## src/rtl/net_input_loader.sv

```systemverilog
// Serial sample loader for the 9-input network: frames samples into a
// shadow buffer and launches each full frame with a one-cycle start pulse.
module net_input_loader #(
  parameter int IN_W       = 32,
  parameter int OUT_W      = 100,
  parameter int FRAC_SHIFT = 0,
  parameter int CNT_W      = 16
) (
  input  logic             clk,
  input  logic             rst,
  input  logic [IN_W-1:0]  s_data,
  input  logic             s_valid,
  input  logic             s_last,
  output logic             s_ready,
  output logic [OUT_W-1:0] input_0,
  output logic [OUT_W-1:0] input_1,
  output logic [OUT_W-1:0] input_2,
  output logic [OUT_W-1:0] input_3,
  output logic [OUT_W-1:0] input_4,
  output logic [OUT_W-1:0] input_5,
  output logic [OUT_W-1:0] input_6,
  output logic [OUT_W-1:0] input_7,
  output logic [OUT_W-1:0] input_8,
  output logic             start,
  input  logic             net_done,
  output logic             busy,
  output logic             frame_err,
  output logic [CNT_W-1:0] frame_cnt
);

  if (IN_W + FRAC_SHIFT > OUT_W) begin : g_bad_width
    $error("IN_W + FRAC_SHIFT exceeds OUT_W");
  end

  typedef enum logic [1:0] {
    IDLE,
    START,
    BUSY
  } state_e;

  state_e           state_q, state_d;
  logic [OUT_W-1:0] shadow_q [9];
  logic [OUT_W-1:0] shadow_d [9];
  logic [OUT_W-1:0] out_q [9];
  logic [OUT_W-1:0] out_d [9];
  logic [3:0]       idx_q, idx_d;
  logic             full_q, full_d;
  logic             err_q, err_d;
  logic [CNT_W-1:0] cnt_q, cnt_d;

  logic signed [OUT_W-1:0] ext;
  logic        [OUT_W-1:0] conv;
  logic                    accept;
  logic                    load;

  assign ext    = OUT_W'($signed(s_data));
  assign conv   = ext <<< FRAC_SHIFT;
  assign s_ready = ~full_q & ~rst;
  assign accept = s_valid & s_ready;

  always_comb begin
    state_d  = state_q;
    shadow_d = shadow_q;
    out_d    = out_q;
    idx_d    = idx_q;
    full_d   = full_q;
    err_d    = err_q;
    cnt_d    = cnt_q;
    load     = 1'b0;

    // a misaligned s_last drops the whole partial frame
    if (accept) begin
      if (s_last == (idx_q == 4'd8)) begin
        shadow_d[idx_q] = conv;
        if (s_last) begin
          full_d = 1'b1;
          idx_d  = 4'd0;
        end else begin
          idx_d = idx_q + 4'd1;
        end
      end else begin
        idx_d = 4'd0;
        err_d = 1'b1;
      end
    end

    unique case (state_q)
      IDLE: begin
        if (full_q) load = 1'b1;
      end
      START: begin
        state_d = BUSY;
      end
      BUSY: begin
        if (net_done) begin
          cnt_d = cnt_q + CNT_W'(1);
          if (full_q) load = 1'b1;
          else state_d = IDLE;
        end
      end
      default: state_d = IDLE;
    endcase

    // full_q is only cleared here, never set in the same cycle
    if (load) begin
      out_d   = shadow_q;
      full_d  = 1'b0;
      state_d = START;
    end
  end

  always_ff @(posedge clk) begin
    if (rst) begin
      state_q <= IDLE;
      idx_q   <= 4'd0;
      full_q  <= 1'b0;
      err_q   <= 1'b0;
      cnt_q   <= '0;
      for (int i = 0; i < 9; i++) begin
        shadow_q[i] <= '0;
        out_q[i]    <= '0;
      end
    end else begin
      state_q  <= state_d;
      idx_q    <= idx_d;
      full_q   <= full_d;
      err_q    <= err_d;
      cnt_q    <= cnt_d;
      shadow_q <= shadow_d;
      out_q    <= out_d;
    end
  end

  assign start     = (state_q == START);
  assign busy      = (state_q != IDLE);
  assign frame_err = err_q;
  assign frame_cnt = cnt_q;

  assign input_0 = out_q[0];
  assign input_1 = out_q[1];
  assign input_2 = out_q[2];
  assign input_3 = out_q[3];
  assign input_4 = out_q[4];
  assign input_5 = out_q[5];
  assign input_6 = out_q[6];
  assign input_7 = out_q[7];
  assign input_8 = out_q[8];

endmodule

```

## config.mk

```make
export PLATFORM = sky130hd
export DESIGN_NAME = net_input_loader
export DESIGN_NICKNAME = d
export VERILOG_FILES = /design/src/rtl/net_input_loader.sv
export SDC_FILE = /design/constraint.sdc
export NUM_CORES = 1
export LEC_CHECK = 0
export CORE_AREA = 2 2 369 371
export DETAILED_ROUTE_END_ITERATION = 10
export DIE_AREA = 0 0 371 373
export PLACE_DENSITY = 0.46
export SLEW_MARGIN = 20
export SYNTH_ARGS = -nofsm -noshare
export SYNTH_HDL_FRONTEND = slang
export SYNTH_SLANG_ARGS = --single-unit
```

## constraint.sdc

```tcl
create_clock -name clk -period 5.3 [get_ports clk]
set_clock_uncertainty 0.15 [all_clocks]
set_input_delay 1.06 -clock clk [delete_from_list [all_inputs] [get_ports clk]]
set_output_delay 1.06 -clock clk [all_outputs]
set_load 0.005 [all_outputs]
```

# Yosys cells after proc, flatten, opt, wreduce, memory -nomap -nowiden
# Index checks and enable logic that the tools add are counted.
# Widths: inputs -> output; s select.
[totals]
regBits = 1824
out_inout_bits = 920
in_bits = 37
elab_cells = 66
[classes]
n_eq_ne = 9
reduce_logical = 10
add_sub_neg = 2
n_bitwise = 7
n_mux = 12
order_cmp = 2
[op_table]
columns = ["op", "count"]
rows = [
  ["$bwmux 900", 1],
  ["$demux 100 s4", 1],
  ["$mux 100", 1],
  ["$add 16x1->16 const B", 1],
  ["$reduce_and 3->1", 3],
  ["$mux 4", 2],
  ["$ne 2x2->1 const B", 3],
  ["$ne 3x3->1 const B", 2],
  ["$pmux 2 s3", 1],
  ["$reduce_and 2->1", 3],
  ["$ge 5x5->1 const B", 1],
  ["$lt 5x1->1 const B", 1],
  ["$not 4->5", 1],
  ["$add 4x1->4 const B", 1],
  ["$eq 4x4->1 const B", 1],
  ["$mux 2", 2],
  ["$not 1->1", 4],
  ["$mux 1", 3],
  ["$and 1x1->1", 2],
  ["$eq 2x1->1 const B", 1],
  ["$eq 2x2->1 const B", 1],
  ["$logic_not 2->1", 1],
  ["$pmux 1 s2", 1],
  ["$reduce_bool 2->1", 1],
  ["3 further kinds", 3],
]

# Logic depth before layout (Yosys ltp)
# Gate-level depths: netlist (run 1).
[logic_depth]
depth_word = 6
mapped_depth = 9
ltp_nobuf = 6

# Worst setup path after synthesis (run 1)
# OpenSTA, ideal clock, no wires.
[synth_path]
path_kind = "input-to-output"
startpoint = "input rst"
endpoint = "output s_ready"
required_time_ns = 4.090
arrival_time_ns = 1.836
stages = 4
slack_ns = 2.254
path_buffers = 3
path_cell_list = "buf_4 > clkbuf_1 > clkbuf_1 > nor2_1"
[synth_between]
elab_chain_cells = 2
[synth_lines]
columns = ["element", "line", "source"]
rows = [
  ["start, declared", "10", "input logic rst,"],
  ["$not 1->1", "58", "assign s_ready = ~full_q & ~rst;"],
  ["$and 1x1->1", "58", ""],
  ["end, declared", "14", "output logic s_ready,"],
]
# Every way passes these cells.

==> out/metrics.yaml, run 1 <==
outcome:
  status: "finished, final reports clean"
synthesis:
  seq_area_frac_synth_pct: 49.3
  yosys_most_used_dff: "dfxtp_1"
  yosys_warnings: 0
  ys_types: 38
  synth_edf_count: 0
  async_reset_ff_share_pct: 0
  ys_ff_latch: 600
  syn-mean-instance-area_sq_um: 9.08
  syn_inst: 2684
  synth_nets: 2726
  netlist_area_sq_um: 24400
finish:
  fin_cells: 4784
  fillers: 14200
  area_delta_synth_final_pct: 38.5
  fin_util_pct: 25.1
  drive_above_1_share_pct: 6.40
  final_area_sq_um: 33800
  nNetsFinal: 2983
die:
  fp.dieArea_sq_um: 138000
  fp.dieH_um: 373
  start_util_pct: 18.1
  ioPinCount: 957
  rows: 135
  core_area_sq_um: 135000
  die_x_um: 371
grt:
  grt_remaining_overflow: 0
  top_usage_layer: "met2"
  first_global_vias: 17000
  grt_use_met1_pct: 15.6
  antenna_found_initial: 13
  grt_pass1_wl_um: 131000
  grt_usage_pct: 13.0
  use_met3_pct: 5.18
  grt_max_degree: 149
  grtUsageMet2_pct: 21.3
clocking:
  numCtsBuffers: 74
  cts_sinks: 600
  cts.clk_slew.worst_paths_ns: 0.06
  clk_path_buf_depth: 3
  ctsHoldBuffers: 0
  clk_latency_ns: 0.66
  post_cts_buffers: 0
  htree_levels: 3
  cts_resized: 0
  cts_tree: "built"
  root_buffer: "clkbuf_16"
timing:
  finalHoldViolCount: 0
  timing.fmax_mhz: 272
  final.setup.worst_slack_ns: 1.62
  setup_viol: 0
  rsz0062_at_grt: "false"
  fin_crit_ns: 3.68
  worstMarginPinSlew_ns: 1.18
  fin_setup_tns_ns: 0
  slew_violations: 0
  slew_headroom_pct: 21.3
  finalCritPeriodShare_pct: 69.4
  whs_ns: 0.301
power_and_ir_drop:
  p_total_mw: 10.2
  pwr_density_cell_nw_per_um2: 302
  ir_drop_uv: 196
  p_leak_nw: 11.3
setup_path:
  path_delay_family: "buffers and inverters"
  worstSetupPathType: "reg2out"
  crit_path_cell_trace: "buf_4 > clkdlybuf4s50_1"
  worstPathArrival_ns: 2.47
  start_kind: "flip-flop"
  path_buf_inv: 2
  cp-end-kind: "output port"
  cpPeakStageDelay_ns: 0.87
  crit_path_top_delay_cell: "dfxtp_2"
  worstPathRequired_ns: 4.09
  cp_max_fo: 50
place:
  place_inst: 4646
  port_buffers: 956
  dp_hpwl_um: 62900
  place.gp.congestion: 0.723
  preCtsSetupSlack_ns: 1.59
  placed_cell_area_sq_um: 31100
route:
  drtIter0Drc: 1124
  dr.pass1.iters: 5
  via_per_inst: 3.85
  wire_per_inst_um: 19.9
  drc: 0
  antenna_left: 0
  num_vias: 18400
  wirelength_um: 95000
worst_hold_path:
  hp-class: "reg2reg"
run:
  max_cap_violations: 0
## logic make-up (layout without fill, tap and decap cells)
family / Yosys count / in the layout / synth area share (%)
AO/OA/AOI/OAI: 596 / 596 / 16.7
XOR/XNOR: 11 / 11 / 0.395
adder cells (fa/ha/maj): 5 / 5 / 0.257
buffers and inverters: 813 / 1128 / 22.4
flip-flops: 600 / 600 / 49.3
other: 0 / 4 / 0
AND/OR/NAND/NOR: 659 / 659 / 10.9
## final timing paths
kind              cells after the start       endpoint     startpoint  slack (ns)
hold / removal                        2  shadow_q[820]  shadow_q[820]        0.30
setup / recovery                      2    input_7[57]    input_7[98]        1.62
setup reg to reg                      6   shadow_q[25]       idx_q[0]        2.72
hold reg to reg                       2  shadow_q[820]  shadow_q[820]        0.30
## layout by cell type, fill, tap and decap left out, drive strengths merged
cell type / instances
a32oi: 1
diode: 4
or3: 3
nand3: 13
xor2: 4
or3b: 1
buf: 36
a21o: 1
a31oi: 1
o21a: 1
nor2: 19
nor3: 4
bufinv: 8
a21oi: 297
or2: 1
or4: 2
and3: 10
a22o: 288
nand4b: 3
o31ai: 1
clkinv: 20
nor4b: 2
nor3b: 2
nor2b: 3
clkbuf: 101
clkinvlp: 3
inv: 7
nand2: 586
o21ai: 6
nand4: 3
nor4: 4
and3b: 2
dfxtp: 600
clkdlybuf4s50: 953
nand3b: 1
xnor2: 7
ha: 5
## state kept, by name, indices dropped and copies added, names as in the netlist
signal / cells
input_6: 32
input_4: 32
input_7: 32
input_2: 32
input_3: 32
input_5: 32
frame_cnt: 16
shadow_q: 288
input_8: 32
frame_err: 1
full_q: 1
state_q: 2
idx_q: 4
input_1: 32
input_0: 32
## cell type report
type                       instances  area [sq um]  area share, %
antenna                            4          10.0         0.0297
clock buffer                     101          2090           6.20
clock inverter                    33           526           1.56
inverter                           5          18.8         0.0556
multi-input combinational       1271          6960           20.6
sequential                       600         12000           35.7
tap                             1781          2230           6.60
timing repair buffer             989          9890           29.3
## synth_stat cells (2+ instances only)
library cell,instances,area share (%)
buf_4,627,19
dfxtp_1,600,49
nand2_1,586,9.0
a21oi_1,297,6.1
a22o_1,288,10
clkbuf_1,126,1.9
buf_2,52,1.1
nor2_1,18,0.28
nand3_1,13,0.27
and3_1,10,0.26
xnor2_1,7,0.25
o21ai_0,6,0.12
ha_1,5,0.26
inv_1,5,0.077
nor3_1,4,0.082
nor4_1,4,0.10
xor2_1,4,0.14
buf_1,3,0.046
nand4_1,3,0.077
nand4b_1,3,0.11
nor2b_1,3,0.077
or3_1,3,0.077
and3b_1,2,0.072
## power breakdown
group	internal [mW]	switching [mW]
Clock	3.21	2.19
Sequential	4.52	0.00633
Combinational	0.0498	0.217
Total	7.77	2.42
## worst register-to-register path: cells and delay by family, from the launching register on
family	cells	cell delay (ns)
flip-flops	1	0.37
adder cells (fa/ha/maj)	1	0.29
buffers and inverters	1	0.10
AND/OR/NAND/NOR	3	1.41
AO/OA/AOI/OAI	1	0.16
## metal layers
metal / wire length, um / part of all wire [%]
met4: 2630 / 2.8
met3: 9150 / 9.6
met2: 44500 / 47
met1: 38700 / 41
met5: 33 / 0.035
Power figures use the tool's default switching activity.
==> run 2: changes to the inputs <==
--- a/config.mk
+++ b/config.mk
@@ -5,9 +5,9 @@
 export SDC_FILE = /design/constraint.sdc
 export NUM_CORES = 1
 export LEC_CHECK = 0
-export CORE_AREA = 2 2 369 371
+export CORE_AREA = 2 2 370 372
 export DETAILED_ROUTE_END_ITERATION = 10
-export DIE_AREA = 0 0 371 373
+export DIE_AREA = 0 0 372 374
 export PLACE_DENSITY = 0.46
 export SLEW_MARGIN = 20
 export SYNTH_ARGS = -nofsm -noshare
==> constraint.sdc (replaced) <==
create_clock -name clk -period 3.8 [get_ports clk]
set_clock_uncertainty 0.15 [all_clocks]
set_input_delay 0.76 -clock clk [delete_from_list [all_inputs] [get_ports clk]]
set_output_delay 0.76 -clock clk [all_outputs]
set_load 0.005 [all_outputs]
==> out/metrics.yaml, run 2 (synthesis results as in run 1) <==
route:
  drt-met1-wl_um: 41600  # was 38700 um
  wl_met2_um: 43900  # was 44500 um
  wire_per_inst_um: 19.7  # was 19.9 um
  wl_met3_um: 6570  # was 9150 um
  dr.pass1.iters: 5  # unchanged
  wirelength_um: 94400  # was 95000 um
  num_vias: 18500  # was 18400
  antenna_left: 0  # unchanged
  drc: 0  # unchanged
  via_per_inst: 3.86  # was 3.85
  highest_layer: "met5"  # unchanged
  drtIter0Drc: 1229  # was 1124
grt:
  grt_pass1_wl_um: 130000  # was 131000 um
  grt_usage_pct: 12.9  # was 13.0%
  grt_max_degree: 176  # was 149
  grt_remaining_overflow: 0  # unchanged
  antenna_found_initial: 19  # was 13
  first_global_vias: 16900  # was 17000
clocking:
  cts_sinks: 600  # unchanged
  numCtsBuffers: 73  # was 74
  cts_resized: 0  # unchanged
  clk_latency_ns: 0.66  # about the same
  htree_levels: 3  # unchanged
  cts_tree: "built"  # unchanged
  cts.clk_slew.worst_paths_ns: 0.06  # about the same
  post_cts_buffers: 0  # unchanged
  ctsHoldBuffers: 0  # unchanged
  clk_path_buf_depth: 3  # unchanged
  root_buffer: "clkbuf_16"  # unchanged
timing:
  slew_headroom_pct: 15.8  # was 21.3%
  fin_setup_tns_ns: 0  # unchanged
  whs_ns: 0.286  # was 0.301 ns
  rsz0062_at_grt: "false"  # unchanged
  fin_crit_ns: 3.33
  slew_violations: 0  # unchanged
  timing.fmax_mhz: 301
  finalHoldViolCount: 0  # unchanged
  final.setup.worst_slack_ns: 0.473  # was 1.62 ns
  worstMarginPinSlew_ns: 1.26  # was 1.18 ns
  finalCritPeriodShare_pct: 87.5
  setup_viol: 0  # unchanged
finish:
  nNetsFinal: 3004  # was 2983
  fin_util_pct: 25.2  # was 25.1%
  fillers: 14300  # was 14200
  largest_register: "shadow_q"  # unchanged
  area_delta_synth_final_pct: 39.4  # was 38.5%
  largest_reg_flops: 288  # unchanged
  final_common_cell: "clkdlybuf4s50_1"  # unchanged
  mostFrequentLayoutCells: "clkdlybuf4s50_1, dfxtp_1, nand2_1"  # unchanged
  final_area_sq_um: 34000  # was 33800 sq um
  drive_above_1_share_pct: 6.96  # was 6.40%
die:
  ioPinCount: 957  # unchanged
  fp.dieH_um: 374  # was 373 um
  die_x_um: 372  # was 371 um
  rows: 135  # unchanged
  core_area_sq_um: 135000  # about the same
  start_util_pct: 18.1  # about the same
  fp.dieArea_sq_um: 139000  # was 138000 sq um
setup_path:
  worstPathArrival_ns: 2.42  # was 2.47 ns
  cp_max_fo: 36  # was 50
  worstPathRequired_ns: 2.89  # was 4.09 ns
  cpPeakStageDelay_ns: 0.74  # was 0.87 ns
  worstSetupPathType: "reg2out"  # unchanged
  cp-end-kind: "output port"  # unchanged
  r2r_slack_ns: 1.37  # was 2.72 ns
  start_kind: "flip-flop"  # unchanged
  path_delay_family: "buffers and inverters"  # unchanged
  crit_path_cell_trace: "buf_4 > clkdlybuf4s50_1"  # unchanged
  crit_path_top_delay_cell: "dfxtp_2"  # unchanged
  path_buf_inv: 2  # unchanged
run:
  max_cap_violations: 0  # unchanged
outcome:
  status: "finished, final reports clean"  # unchanged
place:
  preCtsSetupSlack_ns: 0.657  # was 1.59 ns
  port_buffers: 956  # unchanged
  place.gp.congestion: 0.713  # was 0.723
  placed_cell_area_sq_um: 31400  # was 31100 sq um
  dp_hpwl_um: 63000  # was 62900 um
power_and_ir_drop:
  p_leak_nw: 11.4  # was 11.3 nW
  ir_drop_uv: 254  # was 196 uV
  pwr_density_cell_nw_per_um2: 415  # was 302 nW/um^2
worst_hold_path:
  hp-class: "reg2reg"  # unchanged
-- run 2: where the power goes --
part           switching [mW]  internal (mW)
combinational           0.303         0.0749
clock                    3.04           4.37
sequential            0.00844           6.30
-- run 2: per-stage QoR --
step,power (mW),std cells
3_5_place_dp,6.85,4668
4_1_cts,14.4,4800
3_3_place_gp,6.85,4668
6_report,14.1,4803
5_1_grt,14.6,4801
2_1_floorplan,6.62,2684
-- run 2: final timing paths --
| kind | startpoint | end | cells after the start |
|---|---|---|---|
| max reg2reg | idx_q[0] | shadow_q[20] | 7 |
| max | input_3[98] | input_3[39] | 2 |
| min | shadow_q[514] | input_3[14] | 1 |
| min reg2reg | shadow_q[514] | input_3[14] | 1 |
-- run 2: layout make-up --
type,instances,area [sq um],area share [%]
well taps,1781,2230,6.56
multi-input cells,1271,6960,20.5
flip-flops and latches,600,12000,35.4
clock inverters,32,467,1.37
repair buffers,1011,10200,30.0
clock buffers,100,2080,6.12
inverters,5,18.8,0.0552
diodes,3,7.51,0.0221
-- run 2: routing by layer --
| layer | global-route usage [%] | up-vias |
|---|---|---|
| li1 | - | 8892 |
| met5 | 0 | - |
| met1 | 16.9 | 8803 |
| met4 | 3.55 | 6 |
| met2 | 20.7 | 733 |
| met3 | 3.30 | 111 |
==> run 3: changes to the inputs <==
--- a/config.mk
+++ b/config.mk
@@ -6,6 +6,7 @@
 export NUM_CORES = 1
 export LEC_CHECK = 0
 export CORE_AREA = 2 2 370 372
+export CTS_CLUSTER_SIZE = 10
 export DETAILED_ROUTE_END_ITERATION = 10
 export DIE_AREA = 0 0 372 374
 export PLACE_DENSITY = 0.46
==> out/metrics.yaml, run 3 (synthesis results as in run 1) <==
worst_hold_path:
  hp-class: "reg2reg"  # unchanged
  holdPathStages: 1  # unchanged
power_and_ir_drop:
  p_leak_nw: 11.3  # was 11.4 nW
  ir_drop_uv: 296  # was 254 uV
  pwr_density_cell_nw_per_um2: 402  # was 415 nW/um^2
  p_total_mw: 13.5  # was 14.1 mW
finish:
  largest_register: "shadow_q"  # unchanged
  multi_input_area_sq_um: 6960  # unchanged
  nNetsFinal: 3008  # was 3004
  mostFrequentLayoutCells: "clkdlybuf4s50_1, dfxtp_1, nand2_1"  # unchanged
  fillers: 14300  # about the same
  final-seq-area_sq_um: 12000  # unchanged
  final_common_cell: "clkdlybuf4s50_1"  # unchanged
  area_delta_synth_final_pct: 38.4  # was 39.4%
  drive_above_1_share_pct: 6.43  # was 6.96%
  largest_reg_flops: 288  # unchanged
route:
  drtIter0Drc: 1302  # was 1229
  num_vias: 18400  # was 18500
  drc: 0  # unchanged
  dr.pass1.iters: 5  # unchanged
  via_per_inst: 3.85  # was 3.86
  wirelength_um: 94000  # was 94400 um
  wire_per_inst_um: 19.7  # about the same
  antenna_left: 0  # unchanged
clocking:
  cts_tree: "built"  # unchanged
  root_buffer: "clkbuf_16"  # unchanged
  cts_sinks: 600  # unchanged
  post_cts_buffers: 0  # unchanged
  cts.clk_slew.worst_paths_ns: 0.06  # about the same
  cts_resized: 0  # unchanged
  htree_levels: 3  # unchanged
  clk_latency_ns: 0.65  # was 0.66 ns
  clk_path_buf_depth: 3  # unchanged
  numCtsBuffers: 77  # was 73
  ctsHoldBuffers: 0  # unchanged
timing:
  rsz0062_at_grt: "false"  # unchanged
  setup_viol: 0  # unchanged
  timing.fmax_mhz: 300  # was 301 MHz
  fin_setup_tns_ns: 0  # unchanged
  worstMarginPinSlew_ns: 1.31  # was 1.26 ns
  fin_crit_ns: 3.34  # was 3.33 ns
  slew_violations: 0  # unchanged
  slew_headroom_pct: 12.8  # was 15.8%
  finalCritPeriodShare_pct: 87.9  # was 87.5%
  finalHoldViolCount: 0  # unchanged
  final.setup.worst_slack_ns: 0.461  # was 0.473 ns
setup_path:
  worstPathArrival_ns: 2.43  # was 2.42 ns
  start_kind: "flip-flop"  # unchanged
  worstPathRequired_ns: 2.89  # about the same
  cp-end-kind: "output port"  # unchanged
  r2r_cells: 7  # unchanged
  cp_max_fo: 39  # was 36
  worstSetupPathType: "reg2out"  # unchanged
place:
  place.gp.congestion: 0.713  # unchanged
  preCtsSetupSlack_ns: 0.657  # unchanged
  dp_hpwl_um: 63000  # unchanged
  port_buffers: 956  # unchanged
die:
  rows: 135  # unchanged
  core_area_sq_um: 135000  # unchanged
  start_util_pct: 18.1  # unchanged
  fp.dieArea_sq_um: 139000  # unchanged
  fp.dieH_um: 374  # unchanged
  ioPinCount: 957  # unchanged
  die_x_um: 372  # unchanged
grt:
  first_global_vias: 16900  # about the same
  grt_usage_pct: 12.8  # was 12.9%
  grt_max_degree: 176  # unchanged
  grt_pass1_wl_um: 130000  # about the same
  grt_remaining_overflow: 0  # unchanged
  antenna_found_initial: 19  # unchanged
run:
  max_cap_violations: 0  # unchanged
outcome:
  status: "finished, final reports clean"  # unchanged
## run 3: where the power goes
part | internal [mW] | total, mW | leakage, nW | switching (mW)
Combinational | 0.0749 | 0.378 | 5.33 | 0.303
Sequential | 6.31 | 6.32 | 4.84 | 0.00849
Clock | 3.91 | 6.85 | 1.11 | 2.95
Total | 10.3 | 13.5 | 11.3 | 3.26
## run 3: worst max-delay path, stage by stage (launching register included)
cell             delay, ns
dfxtp_2               0.71
buf_4                 0.45
clkdlybuf4s50_1       0.59
## run 3: metrics by stage
stage	hold slack (ns)	std cells	utilization [%]	cell area, sq um
after floorplan	0.282	2684	-	24400
after global placement	0.289	4668	23.3	31400
after detailed placement	0.294	4668	23.3	31400
after CTS	0.283	4782	25.0	33700
after global routing	0.315	4783	25.0	33700
final	0.286	4784	25.0	33700
## run 3: worst paths after layout
kind / from / end / slack (ns)
setup / recovery: input_0[98] / input_0[65] / 0.46
hold / removal: shadow_q[514] / input_3[14] / 0.29
setup reg to reg: idx_q[0] / shadow_q[20] / 1.38
hold reg to reg: shadow_q[514] / input_3[14] / 0.29
## run 3: layout make-up
class                   instances  share of cell area [%]
inverters                       5                  0.0556
flip-flops and latches        600                    35.7
well taps                    1781                    6.61
diodes                          2                  0.0148
repair buffers               1011                    30.2
clock inverters                19                   0.771
multi-input cells            1271                    20.6
clock buffers                  95                    6.09
## run 3: routing by layer
layer  global-route usage [%]  vias to the layer above  share of wire [%]
met5                        0                        -              0.047
met4                     3.40                        6                2.3
met3                     3.43                      100                7.4
met2                     20.7                      713                 46
met1                     16.7                     8730                 44
li1                         -                     8888                  -
